<file path="src/rtl/rr_grant_ctrl.sv">
// rr_grant_ctrl: round-robin arbiter with a registered one-hot grant,
// hold-limit forced release and a one-cycle turnaround bubble.

// One-hot to binary encoder; the result is exact only for one-hot
// or all-zero input, which the arbiter guarantees for its grant.
module rr_onehot_enc #(
    parameter int N = 8,
    parameter int W = $clog2(N)
) (
    input  logic [N-1:0] i_onehot,
    output logic [W-1:0] o_bin
);

    // OR together the indices of every set bit
    always_comb begin
        o_bin = '0;
        for (int i = 0; i < N; i++) begin
            if (i_onehot[i]) begin
                o_bin = o_bin | W'(i);
            end
        end
    end

endmodule

module rr_grant_ctrl #(
    parameter int NUM_ENTRY = 8,
    parameter int MAX_HOLD  = 16
) (
    input  logic                         clock,
    input  logic                         reset,
    input  logic [NUM_ENTRY-1:0]         I_Req,
    input  logic [NUM_ENTRY-1:0]         I_Release,
    output logic [NUM_ENTRY-1:0]         O_Grant,
    output logic [$clog2(NUM_ENTRY)-1:0] O_GrantNo,
    output logic                         O_Valid,
    output logic                         O_Timeout
);

    localparam int IW = $clog2(NUM_ENTRY);
    localparam int PW = IW + 1;
    localparam int HW = $clog2(MAX_HOLD);

    localparam logic [IW-1:0] LAST_IDX  = IW'(NUM_ENTRY - 1);
    localparam logic [PW-1:0] N_WIDE    = PW'(NUM_ENTRY);
    localparam logic [HW-1:0] HOLD_LAST = HW'(MAX_HOLD - 1);

    if (NUM_ENTRY < 2) begin : g_bad_num_entry
        $error("rr_grant_ctrl: NUM_ENTRY must be >= 2");
    end

    if (MAX_HOLD < 2) begin : g_bad_max_hold
        $error("rr_grant_ctrl: MAX_HOLD must be >= 2");
    end

    typedef enum logic [1:0] {
        ST_IDLE,
        ST_GRANT,
        ST_TURN
    } state_e;

    state_e               state_q;
    state_e               state_d;
    logic [IW-1:0]        ptr_q;
    logic [IW-1:0]        ptr_d;
    logic [HW-1:0]        hold_cnt_q;
    logic [HW-1:0]        hold_cnt_d;
    logic [NUM_ENTRY-1:0] grant_q;
    logic [NUM_ENTRY-1:0] grant_d;
    logic                 timeout_q;
    logic                 timeout_d;

    logic [NUM_ENTRY-1:0] winner;
    logic                 arb_found;
    logic [PW-1:0]        arb_pos;
    logic [IW-1:0]        grant_idx;
    logic                 own_req;
    logic                 own_rel;
    logic                 hold_end;
    logic                 exit_grant;

    // binary index of the registered grant
    rr_onehot_enc #(
        .N (NUM_ENTRY),
        .W (IW)
    ) u_enc (
        .i_onehot (grant_q),
        .o_bin    (grant_idx)
    );

    // rotating-priority search: first request at ptr, ptr+1, ... with wrap
    always_comb begin
        winner    = '0;
        arb_found = 1'b0;
        arb_pos   = '0;
        for (int i = 0; i < NUM_ENTRY; i++) begin
            arb_pos = {1'b0, ptr_q} + PW'(i);
            if (arb_pos >= N_WIDE) begin
                arb_pos = arb_pos - N_WIDE;
            end
            if (!arb_found && I_Req[arb_pos[IW-1:0]]) begin
                winner[arb_pos[IW-1:0]] = 1'b1;
                arb_found               = 1'b1;
            end
        end
    end

    // owner's request/release are picked out by masking with the grant
    always_comb begin
        own_req    = |(I_Req & grant_q);
        own_rel    = |(I_Release & grant_q);
        hold_end   = (hold_cnt_q == HOLD_LAST);
        exit_grant = own_rel || !own_req || hold_end;
    end

    // next-state, pointer rotation, hold counting and timeout flag
    always_comb begin
        state_d    = state_q;
        ptr_d      = ptr_q;
        hold_cnt_d = hold_cnt_q;
        grant_d    = grant_q;
        timeout_d  = 1'b0;
        unique case (state_q)
            ST_IDLE: begin
                if (|I_Req) begin
                    state_d    = ST_GRANT;
                    grant_d    = winner;
                    hold_cnt_d = '0;
                end
            end
            ST_GRANT: begin
                if (exit_grant) begin
                    state_d    = ST_TURN;
                    grant_d    = '0;
                    hold_cnt_d = '0;
                    ptr_d      = (grant_idx == LAST_IDX) ?
                                 '0 : grant_idx + IW'(1);
                    timeout_d  = hold_end && own_req && !own_rel;
                end else if (!hold_end) begin
                    hold_cnt_d = hold_cnt_q + HW'(1);
                end
            end
            ST_TURN: begin
                state_d = ST_IDLE;
                grant_d = '0;
            end
            default: begin
                state_d    = ST_IDLE;
                grant_d    = '0;
                hold_cnt_d = '0;
            end
        endcase
    end

    // state registers; reset drops any grant at once with no timeout
    always_ff @(posedge clock or negedge reset) begin
        if (!reset) begin
            state_q    <= ST_IDLE;
            ptr_q      <= '0;
            hold_cnt_q <= '0;
            grant_q    <= '0;
            timeout_q  <= 1'b0;
        end else begin
            state_q    <= state_d;
            ptr_q      <= ptr_d;
            hold_cnt_q <= hold_cnt_d;
            grant_q    <= grant_d;
            timeout_q  <= timeout_d;
        end
    end

    assign O_Grant   = grant_q;
    assign O_GrantNo = grant_idx;
    assign O_Valid   = |grant_q;
    assign O_Timeout = timeout_q;

endmodule

</file>
<file path="config.mk">
export PLATFORM = sky130hd
export DESIGN_NAME = rr_grant_ctrl
export DESIGN_NICKNAME = d
export VERILOG_FILES = /design/src/rtl/rr_grant_ctrl.sv
export SDC_FILE = /design/constraint.sdc
export NUM_CORES = 1
export LEC_CHECK = 0
export ABC_AREA = 1
export BUFFER_PORTS_ARGS = -buffer_cell sky130_fd_sc_hd__buf_4
export CORE_MARGIN = 10
export CORE_UTILIZATION = 53
export DETAILED_ROUTE_END_ITERATION = 8
export GPL_TIMING_DRIVEN = 0
export PLACE_DENSITY = 0.85
export SYNTH_ARGS = -nofsm -noshare
export SYNTH_HDL_FRONTEND = slang
export SYNTH_SLANG_ARGS = --single-unit
</file>
<file path="constraint.sdc">
create_clock -name clock -period 2.7 [get_ports clock]
set_clock_uncertainty 0.1 [all_clocks]
set_input_delay 0.54 -clock clock [delete_from_list [all_inputs] [get_ports clock]]
set_output_delay 0.54 -clock clock [all_outputs]
set_load 0.02 [all_outputs]
</file>
# After elaboration in Yosys (flattened, before gate mapping)
# Cells that the tools add are included.
dict set report totals {
  regBits 18
  latchBits 0
  ram_bits 0
  rom_bits 0
  in_bits 18
  out_inout_bits 13
  elab_cells 174
  memories 0
}
dict set report classes {
  n_addsub 17
  mul 0
  div_mod_pow 0
  order_cmp 24
  n_eq_ne 7
  shift 0
  n_mux 75
  n_bitwise 10
  reduce_logical 36
}
# operator n
set op_table {}
lappend op_table {{8-bit two-way mux} 10}
lappend op_table {{8-bit OR} 7}
lappend op_table {{3-bit two-way mux} 13}
lappend op_table {{3-bit by 4-bit < comparator with 1-bit output (second input constant)} 8}
lappend op_table {{8-bit OR reduction} 4}
lappend op_table {{4-bit >= comparator (second input constant)} 7}
lappend op_table {{1-bit two-way mux} 26}
lappend op_table {{1-bit binary-select mux with 3-bit select} 8}
lappend op_table {{1-bit demux with 3-bit select} 8}
lappend op_table {{3-bit by 1-bit >= comparator with 1-bit output (second input constant)} 8}
lappend op_table {{3-bit by 1-bit subtractor with 3-bit output (second input constant)} 8}
lappend op_table {{1-bit logical AND} 17}
lappend op_table {{3-bit by 3-bit adder with 4-bit output (second input constant)} 4}
lappend op_table {{8-bit bitwise AND} 2}
lappend op_table {{8-bit case mux with 2 select lines} 1}
lappend op_table {{4-bit two-way mux} 3}
lappend op_table {{4-bit case mux with 3 select lines} 1}
lappend op_table {{1-bit logical NOT} 9}
lappend op_table {{3-bit by 2-bit adder with 4-bit output (second input constant)} 2}
lappend op_table {{2-bit two-way mux} 4}
lappend op_table {{3-bit by 1-bit adder with 4-bit output (second input constant)} 1}
lappend op_table {{4-bit by 1-bit adder with 4-bit output (second input constant)} 1}
lappend op_table {{4-bit equality test (second input constant)} 1}
lappend op_table {{3-bit by 4-bit >= comparator with 1-bit output (second input constant)} 1}
lappend op_table {{12 further kinds} 15}

# Longest topological paths before layout
dict set report depth {
  ltp_word 28
  mapped_depth 18
  mapped_depth_nobuf 15
}

# By module
# A second synthesis with hierarchy kept.
dict set report hier_totals {
  hier_cells 347
  hier_area_um2 2127.0
}
# mod n_inst cells_each area_each_um2 seq_area_each_um2
set by_module_without_submodules {}
lappend by_module_without_submodules {rr_grant_ctrl 1 339 2094.5 450.4}
lappend by_module_without_submodules {rr_onehot_enc 1 8 32.5 0.0}

# Worst setup path before layout
# OpenSTA, ideal clock, no wires.
dict set report synth_path {
  kind {register to register}
  startpoint {register ptr_q[0]}
  endpoint {register grant_q[7] (netlist: O_Grant[7])}
  arrival_time_ps 2332
  t_required_ps 2483
  path_slack_ps 151
  path_stages_with_launch 17
  path_buffers 4
  period_less_slack_ps 2549
  path_cell_list {dfrtp_1 > inv_2 > buf_6 > buf_2 > ha_1 > inv_1 > buf_2 > nand3_1 > nand3_1 > o21a_1 > buf_2 > nand3b_1 > nand3_1 > nor2_1 > nand3_1 > nand2_1 > nand2_1}
}
dict set report synth_via {
  elab_chain_len 28
  elab_cells_between_ends 125
  classes_between {add/sub: 15; order compare: 24; mux: 57; bitwise: 7; reduce/logical: 22}
}
# item line_no
set synth_rtl {}
lappend synth_rtl {{start, declared} 64} ;# logic [IW-1:0] ptr_q;
lappend synth_rtl {{start signal, assigned} 165} ;# ptr_q <= ptr_d;
lappend synth_rtl {{branches (longest 25 deep; another with 3-bit by 1-bit adder with 4-bit output)} n/a}
lappend synth_rtl {{8-bit two-way mux (*)} 101} ;# if (!arb_found && I_Req[arb_pos[IW-1:0]]) begin
lappend synth_rtl {{8-bit two-way mux (*)} 125} ;# if (|I_Req) begin
lappend synth_rtl {{8-bit case mux with 2 select lines (*)} 123} ;# unique case (state_q)
lappend synth_rtl {{end signal, assigned} 167} ;# grant_q <= grant_d;
lappend synth_rtl {{end, declared} 68} ;# logic [NUM_ENTRY-1:0] grant_q;
# Every way passes the cells marked *. The select of a mux whose other input is x is not followed.
# A chain may end at the register's enable or synchronous reset.

# Worst setup path after layout
dict set report layout_path {
  startpoint {register ptr_q[2]}
  endpoint {register grant_q[0] (netlist: O_Grant[0])}
}
# Same word-level chain as after synthesis.

==> results.md <==
* Outcome: finished clean
* CP max stage cell: dfrtp_1
* TritonCTS Buffers at 3
* Worst-margin pin slew at 0.639 ns
* Synth-to-Final Area Change at 21.1%
* Register bit total from synthesis at 18
* Share of cells above drive strength 1 at 0.177
* R2R depth at 14
* CP startpoint kind: flip-flop
* DRT antenna net count at 0
* Via count at 2576
* Sw Share at 0.581
* Syn nets at 379
* Die Height at 83.5 um
* Max cap viols at 0
* CP cell instances: buf_6 -> inv_1 -> ha_1 -> inv_1 -> nand3_1 -> nand2_1 -> nand3_1 -> nor2_1 -> nor2_1 -> nand3_1 -> nor2_1 -> nand3_1 -> nand2_1 -> nand2_1
* Via-per-instance ratio at 5.85
* Final worst slack at 0.0623 ns
* Clock root cell: clkbuf_8
* Layout net count at 418
* Max_slew headroom at 0.572
* Diode count at 0
* Fin crit share at 0.977
* RR Endpoint: O_Grant[0]
* Placed cells at 432
* First-pass iteration count of the detailed router at 5
* Final WL at 6640 um
* Clk_lat worst skew at 0.25 ns
* CTS tree: yes
* Setup WS pre-CTS at -0.315 ns
* HP Class: primary input to asynchronous set/reset pin
* WP data required at 2.75 ns
* Final Max Slew Viols at 0
* Data arrival, critical path at 2.68 ns
* Cts hold-fix bufs at 0
* Initial antenna violation count at 0
* Average size of a mapped cell at 6.08 um^2
* RePlAce Congestion at 0.934
* Fmax at 379 MHz
* CTS Buffer Depth at 2
* Grt total ovfl at 0
* Number of distinct library cells after synthesis at 30
* Final setup vio count at 0
* Vias in the first global route at 2335
* H-tree Lvls at 1
* Hold Violations, Final at 0
* Initial core utilization at 0.543
* Die area at 6980 um^2
* DRC errors left at 0
* Pwr Density at 1360 nW/um^2
* Worst Path Max Fanout at 8
* Multi-input logic area at 1520 um^2
* CP max stage delay at 0.42 ns
* Die Width at 83.5 um
* Gate power share at 0.810
* Worst reg2reg setup slack at 0.06 ns
* Clock share of power at 0.062
* Sequential fraction of the synthesis area at 0.211
* RR Startpoint: ptr_q[2]
* Layout Cells excl Fill at 440
* Site row count at 23
* Crit end category: flip-flop
* P_sw at 0.00204 W
* Fillers at 370
* Int Pwr at 0.00147 W
* Port bufs at 30
* CTS Sinks at 18
* Routed len/inst at 15.1 um
* Cell mode on critical path: nand3_1
* Largest net degree at the start of global routing at 20
* Post-route setup TNS at 0 ns
* Min cycle time layout at 2.64 ns
* Cell area after synthesis at 2140 um^2
* Register area at 452 um^2
* Worst vdd ir at 1.06 mV
* # IOs at 31
* Clk slew on worst S/H paths at 0.07 ns
* HPWL after DPL at 5080 um
* Post-Synthesis Cells at 352
* Static Leakage at 1.33 nW
* Yosys warning count at 0
* Power share of the sequential group at 0.128
* DRT iter0 DRCs at 309
* Setup CP Type: flip-flop to flip-flop
* CORE AREA at 3940 um^2
* First-pass GRT wire length at 10800 um
* Total track usage at 0.177
-- repair_timing --
action / CTS / global route
resized for setup: 3 / 13
setup buffers: 1 / 4
endpoints found under the setup margin: 8 / 8
pin swaps: 0 / 3
-- state kept, by name, indices dropped and copies added (netlist names) --
signal      flops
O_Timeout       1
state_q         2
ptr_q           3
hold_cnt_q      4
O_Grant         8
-- area by class of cell --
| class | instances | area share |
|---|---|---|
| plain buffers | 10 | 0.0324 |
| clock buffers | 4 | 0.0213 |
| inverters | 36 | 0.0531 |
| multi-input cells | 287 | 0.588 |
| flip-flops and latches | 18 | 0.174 |
| well taps | 50 | 0.0242 |
| repair buffers | 35 | 0.106 |
-- power groups by stage --
stage | logic [W] | registers [W] | clock network, W
final | 0.00284 | 0.000451 | 0.000218
after global routing | 0.00311 | 0.000463 | 0.000236
after CTS | 0.00257 | 0.000446 | 0.000221
after detailed placement | 0.00254 | 0.000454 | 0
after global placement | 0.00251 | 0.000449 | 0
after floorplan | 0.00186 | 0.000458 | 0
-- layout by cell type, fill, tap and decap left out, types with 4 or more instances in the layout --
cell type,n
nand2_1,93
nand3_1,72
nor2_1,41
buf_4,35
inv_1,33
dfrtp_1,17
nor3_1,17
nand4_1,11
nand3b_1,8
a22o_1,7
ha_1,7
nand2_2,5
a21oi_1,4
buf_2,4
clkbuf_8,4
-- worst max-delay path, delay by kind of cell (launching register included) --
family        cells  cell delay [ns]
fa+ha+maj         1             0.35
buf+inv           3             0.37
flops             1             0.42
simple gates     10             1.29
-- how the worst max path moves through the flow --
stage	end	slack, ns	from
after floorplan	O_Grant[7]	0.15	ptr_q[0]
after global placement	O_Grant[6]	-0.26	ptr_q[0]
after detailed placement	O_Grant[2]	-0.32	ptr_q[0]
after CTS	O_Grant[0]	0.04	ptr_q[0]
after global routing	O_Grant[0]	-0.04	ptr_q[0]
final	O_Grant[0]	0.06	ptr_q[2]
-- cells by family after synthesis --
logic type,Yosys count,share of synthesized area
buf+inv,47,0.0988
xor+xnor,4,0.0234
compound gates,18,0.0602
flops,18,0.211
fa+ha+maj,9,0.0526
simple gates,256,0.554
-- through the flow --
step	util	hold WS [ns]	power (W)	cell area, um^2
2_1_floorplan	-	0.144	0.00231	2140
3_3_place_gp	0.616	0.319	0.00296	2430
3_5_place_dp	0.616	0.317	0.00300	2430
4_1_cts	0.631	0.0468	0.00323	2490
5_1_grt	0.657	0.0493	0.00381	2590
6_report	0.657	0.0440	0.00351	2590
-- routing by layer --
metal	wire, um	GRT usage
met2	3080	0.286
met3	546	0.0293
met1	2880	0.224
met4	134	0.0807
met5	0	0
-- synthesized netlist by cell type --
cell	count	area [um^2]
nor2_4	1	11.3
dfrtp_1	18	450
o21a_1	1	7.51
o21ai_0	3	15.0
nand4_1	11	68.8
buf_4	1	7.51
nor2_8	1	20.0
buf_2	7	35.0
nand3b_1	8	60.1
buf_6	3	33.8
o31ai_1	1	7.51
or2_2	1	6.26
xor2_2	1	16.3
or2_1	1	6.26
ha_1	9	113
nand3_2	1	10.0
a21oi_1	4	20.0
xor2_1	2	17.5
a22o_1	7	61.3
nand2_2	5	31.3
nand3_1	73	365
o21ai_1	1	5.00
xnor2_2	1	16.3
inv_2	1	3.75
nor2_1	41	154
inv_1	35	131
nand2_1	93	349
a211oi_2	1	12.5
nor4_1	3	18.8
nor3_1	17	85.1
Power figures use the tool's default switching activity.
